===== src/rtl/fb_arbiter_pkg.sv =====
// Shared types and defaults for the frame-buffer arbiter.
// Owner tags steer returned SRAM data; the fill FSM state lives here too.
package fb_arb_pkg;

  localparam int unsigned ADDR_W_DEF = 17;
  localparam int unsigned DATA_W_DEF = 8;
  localparam int unsigned DEPTH_DEF  = 90000;

  typedef enum logic [2:0] {
    OWN_NONE,
    OWN_DISP,
    OWN_RD,
    OWN_WR,
    OWN_FILL
  } owner_t;

  typedef enum logic {
    F_IDLE,
    F_RUN
  } fill_state_t;

  function automatic logic addr_oor(input logic [31:0] addr, input int unsigned depth);
    return addr >= depth;
  endfunction

endpackage


===== src/rtl/fb_arbiter_if.sv =====
// Client-side and SRAM-side signals of the frame-buffer arbiter.
// slave = arbiter view, master = clients plus SRAM data return.
interface fb_arbiter_if #(
  parameter int unsigned ADDR_W = fb_arb_pkg::ADDR_W_DEF,
  parameter int unsigned DATA_W = fb_arb_pkg::DATA_W_DEF
);

  logic              disp_req;
  logic [ADDR_W-1:0] disp_addr;
  logic [DATA_W-1:0] disp_rdata;
  logic              disp_rvalid;

  logic              wr_valid;
  logic              wr_ready;
  logic [ADDR_W-1:0] wr_addr;
  logic [DATA_W-1:0] wr_data;

  logic              rd_valid;
  logic              rd_ready;
  logic [ADDR_W-1:0] rd_addr;
  logic [DATA_W-1:0] rd_rdata;
  logic              rd_rvalid;

  logic              fill_start;
  logic [DATA_W-1:0] fill_value;
  logic              fill_busy;
  logic              fill_done;

  logic              addr_err;
  logic              err_clr;

  logic [ADDR_W-1:0] sram_addr;
  logic              sram_we;
  logic [DATA_W-1:0] sram_wdata;
  logic [DATA_W-1:0] sram_rdata;

  modport slave (
    input  disp_req, disp_addr,
    output disp_rdata, disp_rvalid,
    input  wr_valid, wr_addr, wr_data,
    output wr_ready,
    input  rd_valid, rd_addr,
    output rd_ready, rd_rdata, rd_rvalid,
    input  fill_start, fill_value,
    output fill_busy, fill_done,
    input  err_clr,
    output addr_err,
    output sram_addr, sram_we, sram_wdata,
    input  sram_rdata
  );

  modport master (
    output disp_req, disp_addr,
    input  disp_rdata, disp_rvalid,
    output wr_valid, wr_addr, wr_data,
    input  wr_ready,
    output rd_valid, rd_addr,
    input  rd_ready, rd_rdata, rd_rvalid,
    output fill_start, fill_value,
    input  fill_busy, fill_done,
    output err_clr,
    input  addr_err,
    input  sram_addr, sram_we, sram_wdata,
    output sram_rdata
  );

endinterface


===== src/rtl/fb_fill_engine.sv =====
// Whole-buffer fill sequencer: writes the captured value to 0..DEPTH-1,
// advancing only in cycles where the arbiter grants it the slot.
module fb_fill_engine
  import fb_arb_pkg::*;
#(
  parameter int unsigned ADDR_W = ADDR_W_DEF,
  parameter int unsigned DATA_W = DATA_W_DEF,
  parameter int unsigned DEPTH  = DEPTH_DEF
) (
  input  logic              clk,
  input  logic              reset,
  input  logic              i_start,
  input  logic [DATA_W-1:0] i_value,
  input  logic              i_slot,
  output logic              o_req,
  output logic [ADDR_W-1:0] o_addr,
  output logic [DATA_W-1:0] o_data,
  output logic              o_busy,
  output logic              o_done
);

  localparam logic [ADDR_W-1:0] LAST_ADDR = ADDR_W'(DEPTH - 1);

  fill_state_t       r_state;
  logic [ADDR_W-1:0] r_cnt;
  logic [DATA_W-1:0] r_value;
  logic              r_busy;
  logic              r_done;

  always_ff @(posedge clk or negedge reset) begin
    if (!reset) begin
      r_state <= F_IDLE;
      r_cnt   <= '0;
      r_value <= '0;
      r_busy  <= 1'b0;
      r_done  <= 1'b0;
    end else begin
      r_done <= 1'b0;
      case (r_state)
        F_IDLE: begin
          if (i_start) begin
            r_value <= i_value;
            r_cnt   <= '0;
            r_busy  <= 1'b1;
            r_state <= F_RUN;
          end
        end
        F_RUN: begin
          // busy drops on the same edge that raises done
          if (i_slot) begin
            r_cnt <= r_cnt + 1'b1;
            if (r_cnt == LAST_ADDR) begin
              r_busy  <= 1'b0;
              r_done  <= 1'b1;
              r_state <= F_IDLE;
            end
          end
        end
        default: r_state <= F_IDLE;
      endcase
    end
  end

  assign o_req  = (r_state == F_RUN);
  assign o_addr = r_cnt;
  assign o_data = r_value;
  assign o_busy = r_busy;
  assign o_done = r_done;

endmodule


===== src/rtl/fb_arbiter.sv =====
// Single-port frame-buffer arbiter: display has absolute priority with a
// fixed 2-cycle read latency, host write/read share round-robin, fill takes idle slots.
module fb_arbiter
  import fb_arb_pkg::*;
#(
  parameter int unsigned ADDR_W = ADDR_W_DEF,
  parameter int unsigned DATA_W = DATA_W_DEF,
  parameter int unsigned DEPTH  = DEPTH_DEF
) (
  input  logic         clk,
  input  logic         reset,
  fb_arbiter_if.slave  bus
);

  logic              w_disp_oor;
  logic              w_wr_oor;
  logic              w_rd_oor;
  logic              w_wr_ready;
  logic              w_rd_ready;
  logic              w_wr_fire;
  logic              w_rd_fire;
  logic              w_slot;
  logic              w_err;

  logic              w_fill_req;
  logic [ADDR_W-1:0] w_fill_addr;
  logic [DATA_W-1:0] w_fill_data;
  logic              w_fill_busy;
  logic              w_fill_done;

  owner_t            w_own;
  logic [ADDR_W-1:0] w_addr;
  logic              w_we;
  logic [DATA_W-1:0] w_wdata;
  logic              w_oor;

  logic              r_last_rd;
  owner_t            r_own1;
  owner_t            r_own2;
  logic              r_oor1;
  logic              r_oor2;
  logic [ADDR_W-1:0] r_sram_addr;
  logic              r_sram_we;
  logic [DATA_W-1:0] r_sram_wdata;
  logic [DATA_W-1:0] r_disp_rdata;
  logic              r_disp_rvalid;
  logic [DATA_W-1:0] r_rd_rdata;
  logic              r_rd_rvalid;
  logic              r_addr_err;

  assign w_disp_oor = addr_oor(32'(bus.disp_addr), DEPTH);
  assign w_wr_oor   = addr_oor(32'(bus.wr_addr), DEPTH);
  assign w_rd_oor   = addr_oor(32'(bus.rd_addr), DEPTH);

  // readies look only at the other port's valid, never their own
  assign w_wr_ready = reset && !bus.disp_req && (!bus.rd_valid || r_last_rd);
  assign w_rd_ready = reset && !bus.disp_req && (!bus.wr_valid || !r_last_rd);
  assign w_wr_fire  = bus.wr_valid && w_wr_ready;
  assign w_rd_fire  = bus.rd_valid && w_rd_ready;
  assign w_slot     = !bus.disp_req && !w_wr_fire && !w_rd_fire;

  assign w_err = (bus.disp_req && w_disp_oor) ||
                 (w_wr_fire && w_wr_oor) ||
                 (w_rd_fire && w_rd_oor);

  fb_fill_engine #(
    .ADDR_W (ADDR_W),
    .DATA_W (DATA_W),
    .DEPTH  (DEPTH)
  ) u_fill (
    .clk     (clk),
    .reset   (reset),
    .i_start (bus.fill_start),
    .i_value (bus.fill_value),
    .i_slot  (w_slot),
    .o_req   (w_fill_req),
    .o_addr  (w_fill_addr),
    .o_data  (w_fill_data),
    .o_busy  (w_fill_busy),
    .o_done  (w_fill_done)
  );

  always_comb begin
    w_own   = OWN_NONE;
    w_addr  = r_sram_addr;
    w_we    = 1'b0;
    w_wdata = r_sram_wdata;
    w_oor   = 1'b0;
    if (bus.disp_req) begin
      w_own  = OWN_DISP;
      w_addr = bus.disp_addr;
      w_oor  = w_disp_oor;
    end else if (w_wr_fire) begin
      w_own   = OWN_WR;
      w_addr  = bus.wr_addr;
      w_wdata = bus.wr_data;
      w_we    = !w_wr_oor;
      w_oor   = w_wr_oor;
    end else if (w_rd_fire) begin
      w_own  = OWN_RD;
      w_addr = bus.rd_addr;
      w_oor  = w_rd_oor;
    end else if (w_fill_req) begin
      w_own   = OWN_FILL;
      w_addr  = w_fill_addr;
      w_wdata = w_fill_data;
      w_we    = 1'b1;
    end
  end

  always_ff @(posedge clk or negedge reset) begin
    if (!reset) begin
      r_last_rd     <= 1'b1;
      r_own1        <= OWN_NONE;
      r_own2        <= OWN_NONE;
      r_oor1        <= 1'b0;
      r_oor2        <= 1'b0;
      r_sram_addr   <= '0;
      r_sram_we     <= 1'b0;
      r_sram_wdata  <= '0;
      r_disp_rdata  <= '0;
      r_disp_rvalid <= 1'b0;
      r_rd_rdata    <= '0;
      r_rd_rvalid   <= 1'b0;
      r_addr_err    <= 1'b0;
    end else begin
      r_sram_addr  <= w_addr;
      r_sram_we    <= w_we;
      r_sram_wdata <= w_wdata;
      r_own1       <= w_own;
      r_oor1       <= w_oor;
      r_own2       <= r_own1;
      r_oor2       <= r_oor1;
      if (w_wr_fire || w_rd_fire) r_last_rd <= !r_last_rd;

      // SRAM data for the stage-2 owner is on sram_rdata now
      r_disp_rvalid <= (r_own2 == OWN_DISP);
      r_rd_rvalid   <= (r_own2 == OWN_RD);
      if (r_own2 == OWN_DISP) r_disp_rdata <= r_oor2 ? '0 : bus.sram_rdata;
      if (r_own2 == OWN_RD)   r_rd_rdata   <= r_oor2 ? '0 : bus.sram_rdata;

      if (w_err)            r_addr_err <= 1'b1;
      else if (bus.err_clr) r_addr_err <= 1'b0;
    end
  end

  assign bus.wr_ready    = w_wr_ready;
  assign bus.rd_ready    = w_rd_ready;
  assign bus.sram_addr   = r_sram_addr;
  assign bus.sram_we     = r_sram_we;
  assign bus.sram_wdata  = r_sram_wdata;
  assign bus.disp_rdata  = r_disp_rdata;
  assign bus.disp_rvalid = r_disp_rvalid;
  assign bus.rd_rdata    = r_rd_rdata;
  assign bus.rd_rvalid   = r_rd_rvalid;
  assign bus.fill_busy   = w_fill_busy;
  assign bus.fill_done   = w_fill_done;
  assign bus.addr_err    = r_addr_err;

endmodule


===== src/flat_wrapper.sv =====
// flat-port wrapper written by rule: the top's interface ports become plain ports
module fb_arbiter_flat import fb_arb_pkg::*;
#(
  parameter int unsigned ADDR_W = ADDR_W_DEF,
  parameter int unsigned DATA_W = DATA_W_DEF,
  parameter int unsigned DEPTH  = DEPTH_DEF
)
  (clk, reset, bus_disp_req, bus_disp_addr, bus_disp_rdata, bus_disp_rvalid, bus_wr_valid, bus_wr_addr, bus_wr_data, bus_wr_ready, bus_rd_valid, bus_rd_addr, bus_rd_ready, bus_rd_rdata, bus_rd_rvalid, bus_fill_start, bus_fill_value, bus_fill_busy, bus_fill_done, bus_err_clr, bus_addr_err, bus_sram_addr, bus_sram_we, bus_sram_wdata, bus_sram_rdata);
  fb_arbiter_if #(.ADDR_W(ADDR_W), .DATA_W(DATA_W)) bus_i ();
  input  logic clk;
  input  logic reset;
  input wire logic [$bits(bus_i.disp_req)-1:0] bus_disp_req;
  input wire logic [$bits(bus_i.disp_addr)-1:0] bus_disp_addr;
  output wire logic [$bits(bus_i.disp_rdata)-1:0] bus_disp_rdata;
  output wire logic [$bits(bus_i.disp_rvalid)-1:0] bus_disp_rvalid;
  input wire logic [$bits(bus_i.wr_valid)-1:0] bus_wr_valid;
  input wire logic [$bits(bus_i.wr_addr)-1:0] bus_wr_addr;
  input wire logic [$bits(bus_i.wr_data)-1:0] bus_wr_data;
  output wire logic [$bits(bus_i.wr_ready)-1:0] bus_wr_ready;
  input wire logic [$bits(bus_i.rd_valid)-1:0] bus_rd_valid;
  input wire logic [$bits(bus_i.rd_addr)-1:0] bus_rd_addr;
  output wire logic [$bits(bus_i.rd_ready)-1:0] bus_rd_ready;
  output wire logic [$bits(bus_i.rd_rdata)-1:0] bus_rd_rdata;
  output wire logic [$bits(bus_i.rd_rvalid)-1:0] bus_rd_rvalid;
  input wire logic [$bits(bus_i.fill_start)-1:0] bus_fill_start;
  input wire logic [$bits(bus_i.fill_value)-1:0] bus_fill_value;
  output wire logic [$bits(bus_i.fill_busy)-1:0] bus_fill_busy;
  output wire logic [$bits(bus_i.fill_done)-1:0] bus_fill_done;
  input wire logic [$bits(bus_i.err_clr)-1:0] bus_err_clr;
  output wire logic [$bits(bus_i.addr_err)-1:0] bus_addr_err;
  output wire logic [$bits(bus_i.sram_addr)-1:0] bus_sram_addr;
  output wire logic [$bits(bus_i.sram_we)-1:0] bus_sram_we;
  output wire logic [$bits(bus_i.sram_wdata)-1:0] bus_sram_wdata;
  input wire logic [$bits(bus_i.sram_rdata)-1:0] bus_sram_rdata;
  assign bus_i.disp_req = bus_disp_req;
  assign bus_i.disp_addr = bus_disp_addr;
  assign bus_disp_rdata = bus_i.disp_rdata;
  assign bus_disp_rvalid = bus_i.disp_rvalid;
  assign bus_i.wr_valid = bus_wr_valid;
  assign bus_i.wr_addr = bus_wr_addr;
  assign bus_i.wr_data = bus_wr_data;
  assign bus_wr_ready = bus_i.wr_ready;
  assign bus_i.rd_valid = bus_rd_valid;
  assign bus_i.rd_addr = bus_rd_addr;
  assign bus_rd_ready = bus_i.rd_ready;
  assign bus_rd_rdata = bus_i.rd_rdata;
  assign bus_rd_rvalid = bus_i.rd_rvalid;
  assign bus_i.fill_start = bus_fill_start;
  assign bus_i.fill_value = bus_fill_value;
  assign bus_fill_busy = bus_i.fill_busy;
  assign bus_fill_done = bus_i.fill_done;
  assign bus_i.err_clr = bus_err_clr;
  assign bus_addr_err = bus_i.addr_err;
  assign bus_sram_addr = bus_i.sram_addr;
  assign bus_sram_we = bus_i.sram_we;
  assign bus_sram_wdata = bus_i.sram_wdata;
  assign bus_i.sram_rdata = bus_sram_rdata;
  fb_arbiter #(.ADDR_W(ADDR_W), .DATA_W(DATA_W), .DEPTH(DEPTH)) u_core (.clk(clk), .reset(reset), .bus(bus_i));
endmodule

===== config.mk =====
export PLATFORM = sky130hd
export DESIGN_NAME = fb_arbiter_flat
export DESIGN_NICKNAME = d
export VERILOG_FILES = /design/src/rtl/fb_arbiter_pkg.sv /design/src/rtl/fb_arbiter_if.sv /design/src/rtl/fb_fill_engine.sv /design/src/rtl/fb_arbiter.sv /design/src/flat_wrapper.sv
export SDC_FILE = /design/constraint.sdc
export NUM_CORES = 1
export LEC_CHECK = 0
export CAP_MARGIN = 0
export CORE_UTILIZATION = 35
export CTS_CLUSTER_DIAMETER = 80
export DETAILED_ROUTE_END_ITERATION = 12
export GPL_TIMING_DRIVEN = 0
export PLACE_DENSITY = 0.64
export REMOVE_ABC_BUFFERS = 1
export SETUP_SLACK_MARGIN = 0.3
export SYNTH_ARGS = -nofsm -noshare
export SYNTH_HDL_FRONTEND = slang
export SYNTH_SLANG_ARGS = --single-unit

===== constraint.sdc =====
create_clock -name clk -period 2.7 [get_ports clk]
set_input_delay 0.54 -clock clk [delete_from_list [all_inputs] [get_ports clk]]
set_output_delay 0.54 -clock clk [all_outputs]
set_load 0.03 [all_outputs]

==> results.sh <==
export IMPL_status="completed"
export IMPL_synthesis_area_sq_mm=0.003950
export IMPL_cap_violations=0
export IMPL_seqPwrFrac_pct=39.7
export IMPL_synthToLayoutAreaGrowth_pct=44.82
export IMPL_powerDensity_mw_per_mm2=708.1
export IMPL_rsz0062_at_grt="yes"
export IMPL_nets=609
export IMPL_synth_xor_area_share_pct=1.109
export IMPL_power_switching_mw=1.325
export IMPL_tritoncts="built"
export IMPL_synth_simple_area_share_pct=23.76
export IMPL_cp_end_kind="output port"
export IMPL_wire_per_inst_microns=16.96
export IMPL_p_leak_nw=2.404
export IMPL_synth_area_leaders="dfrtp_1, nand2_1, mux2_2"
export IMPL_finalNonFillerCells=671
export IMPL_max_freq_mhz=426.5
export IMPL_start_kind="input pin"
export IMPL_place_area_sq_mm=0.005325
export IMPL_slew_headroom_pct=32.96
export IMPL_worstSetupPathType="in2out"
export IMPL_mostFrequentLayoutCells="clkdlybuf4s50_1, dfrtp_1, nand2_1, nor2_1, nand4_1"
export IMPL_grt_util_met2_pct=32.67
export IMPL_ioPinCount=131
export IMPL_worst_endpoint_arrival_ns=1.80
export IMPL_worst_slack_ns=0.3554
export IMPL_routed_via_density=5.331
export IMPL_avgSynthCellArea_sq_um=9.777
export IMPL_synth_seq_cells=82
export IMPL_grt_pass1_vias=3535
export IMPL_synth_compound_area_share_pct=12.48
export IMPL_netSwitchingFraction_pct=32.70
export IMPL_whs_ns=0.04761
export IMPL_clk_path_buf_depth=2
export IMPL_hold_buffers=0
export IMPL_post_route_period_util_pct=86.84
export IMPL_globalplace_congestion=0.8372
export IMPL_drtPass1Iterations=4
export IMPL_ys_types=49
export IMPL_use_met3_pct=4.219
export IMPL_dieWidth_microns=108.2
export IMPL_grt_max_degree=47
export IMPL_layout_commonest_cell="clkdlybuf4s50_1"
export IMPL_clk_latency_ns=0.34
export IMPL_synth_top_area_share_pct=51.31
export IMPL_grt_overflow_total=0
export IMPL_synth_yosys_warnings=0
export IMPL_drive_gt1_share_pct=10.36
export IMPL_grt_pass1_wl_microns=17770
export IMPL_core_sq_mm=0.01094
export IMPL_hpwl_microns=7961
export IMPL_synth_ff_type="dfrtp_1"
export IMPL_yosys_area_share_adder_pct=0.3168
export IMPL_vias=3577
export IMPL_use_met1_pct=26.00
export IMPL_synth_seq_area_share_pct=51.98
export IMPL_power_internal_mw=2.726
export IMPL_fill_cells=1036
export IMPL_synth_edf_count=0
export IMPL_top_usage_layer="met2"
export IMPL_worst_path_max_fanout=7
export IMPL_dp_cells=651
export IMPL_numCtsBuffers=9
export IMPL_ir_drop_mv=0.5506
export IMPL_clockPowerShare_pct=31.5
export IMPL_post_route_min_period_ns=2.345
export IMPL_final_max_slew_viol_count=0
export IMPL_fin_worst_skew_ns=0.009207
export IMPL_async_flop_share_pct=100.0
export IMPL_cts_num_sinks=82
export IMPL_hp_class="in2async"
export IMPL_synth_top_family_by_area="simple AND/OR/NAND/NOR gates"
export IMPL_die_area_sq_mm=0.01171
export IMPL_clk_pin_slew_ns=0.06
export IMPL_diodes=0
export IMPL_setup_viol=0
export IMPL_critPathRequiredTime_ns=2.16
export IMPL_drt_wl_total_microns=11380
export IMPL_grtUsageTotal_pct=19.96
export IMPL_design_area_sq_mm=0.005720
export IMPL_cts_root_buffer="clkbuf_16"
export IMPL_synthMuxAreaShare_pct=6.874
export IMPL_yosysTopAreaCell="dfrtp_1"
export IMPL_die_h_microns=108.2
export IMPL_ant_nets=0
export IMPL_drt_iter0_drc=307
export IMPL_initial_core_util_pct=36.12
export IMPL_synthCells=404
export IMPL_worstMarginPinSlew_ns=1.000
export IMPL_cts_htree_levels=3
export IMPL_antenna_found_initial=0
export IMPL_hold_viol_final=0
export IMPL_std_cell_rows=38
export IMPL_drc=0
export IMPL_p_comb_share_pct=28.8
export IMPL_dp_slack_ns=-1.171
export IMPL_port_buffers=130
critical path, cell delays in order:
cell,delay (ns)
clkdlybuf4s50_1,0.52
and2_1,0.24
nor2_1,0.12
clkdlybuf4s15_1,0.38
flip-flops by register name (all words and copies together) (netlist names), 3 cells and up:
name / cells
u_core.bus.disp_rdata: 8
u_core.bus.rd_rdata: 8
u_core.bus.sram_addr: 17
u_core.bus.sram_wdata: 8
u_core.r_own1: 3
u_core.r_own2: 3
u_core.u_fill.o_addr: 17
u_core.u_fill.o_data: 8
path summary, 6_finish.rpt:
kind / slack (ns) / to / cells past startpoint / start
max: 0.36 / bus_rd_ready / 4 / bus_wr_valid
min: 0.05 / u_core.bus.sram_addr[13] / 1 / reset
max reg2reg: 0.59 / u_core.r_last_rd / 4 / u_core.r_last_rd
min reg2reg: 0.35 / u_core.r_own2[0] / 0 / u_core.r_own1[0]
max in group asynchronous: 2.10 / u_core.r_last_rd / 2 / reset
min in group clk: 0.35 / u_core.r_own2[0] / 0 / u_core.r_own1[0]
timing repair:
item                       4_1_cts  5_1_grt
hold endpoints to repair         0        0
setup endpoints to repair       47       19
setup buffers                    3        0
pin swaps                        1        0
gates cloned                     1        0
resized for setup               16        4
routing by layer:
metal / up-vias / part of all wire [%]
met2: 128 / 48
li1: 1703 / -
met3: 19 / 6.1
met5: - / 0
met1: 1727 / 45
met4: 0 / 1.6
cells in the mapped netlist (all sizes together), types with 2 or more instances:
cell type and number:
buf 9, nand4 25, o21ai 19, inv 5, nor3 9, and2 2, o31ai 3, nor2 30
clkbuf 15, nand2 76, nor2b 3, o21a 2, a21oi 11, dfrtp 81, and3 3, nand3 13
xnor2 3, a31oi 16, mux2i 8, a221oi 16, nand2b 13, nor4 5, xor2 2, mux2 17
stage by stage:
stage	util (%)	power, mW	TNS, ns
3_3_place_gp	48.54	2.750	-330.22
5_1_grt	52.31	4.233	0
6_report	52.31	4.051	0
4_1_cts	52.19	4.068	0
3_5_place_dp	48.70	2.779	-31.25
2_1_floorplan	-	2.198	0
layout make-up:
| type | count | area [sq um] | share of cell area (%) |
|---|---|---|---|
| Clock inverter | 6 | 72.57 | 1.269 |
| Inverter | 5 | 18.77 | 0.3281 |
| Multi-Input combinational cell | 294 | 1789 | 31.28 |
| Tap cell | 140 | 175.2 | 3.062 |
| Clock buffer | 10 | 239.0 | 4.178 |
| Sequential cell | 82 | 2053 | 35.89 |
| Timing Repair Buffer | 134 | 1373 | 23.99 |
power by group through the flow:
| stage | Combinational (mW) | Clock [mW] | Sequential [mW] |
|---|---|---|---|
| after floorplan | 0.303 | 0 | 1.90 |
| after global placement | 1.13 | 0 | 1.62 |
| after detailed placement | 1.15 | 0 | 1.63 |
| after CTS | 1.17 | 1.29 | 1.61 |
| after global routing | 1.25 | 1.35 | 1.63 |
| final | 1.17 | 1.28 | 1.61 |
cell families (layout without fill, tap and decap cells):
group / Yosys count / after routing
AND/OR/NAND/NOR: 189 / 190
flip-flops: 82 / 82
AO/OA/AOI/OAI: 73 / 73
buffers and inverters: 29 / 155
multiplexers: 25 / 25
XOR/XNOR: 5 / 5
adder cells (fa/ha/maj): 1 / 1
Note: power is estimated with default switching activity, not from simulation.
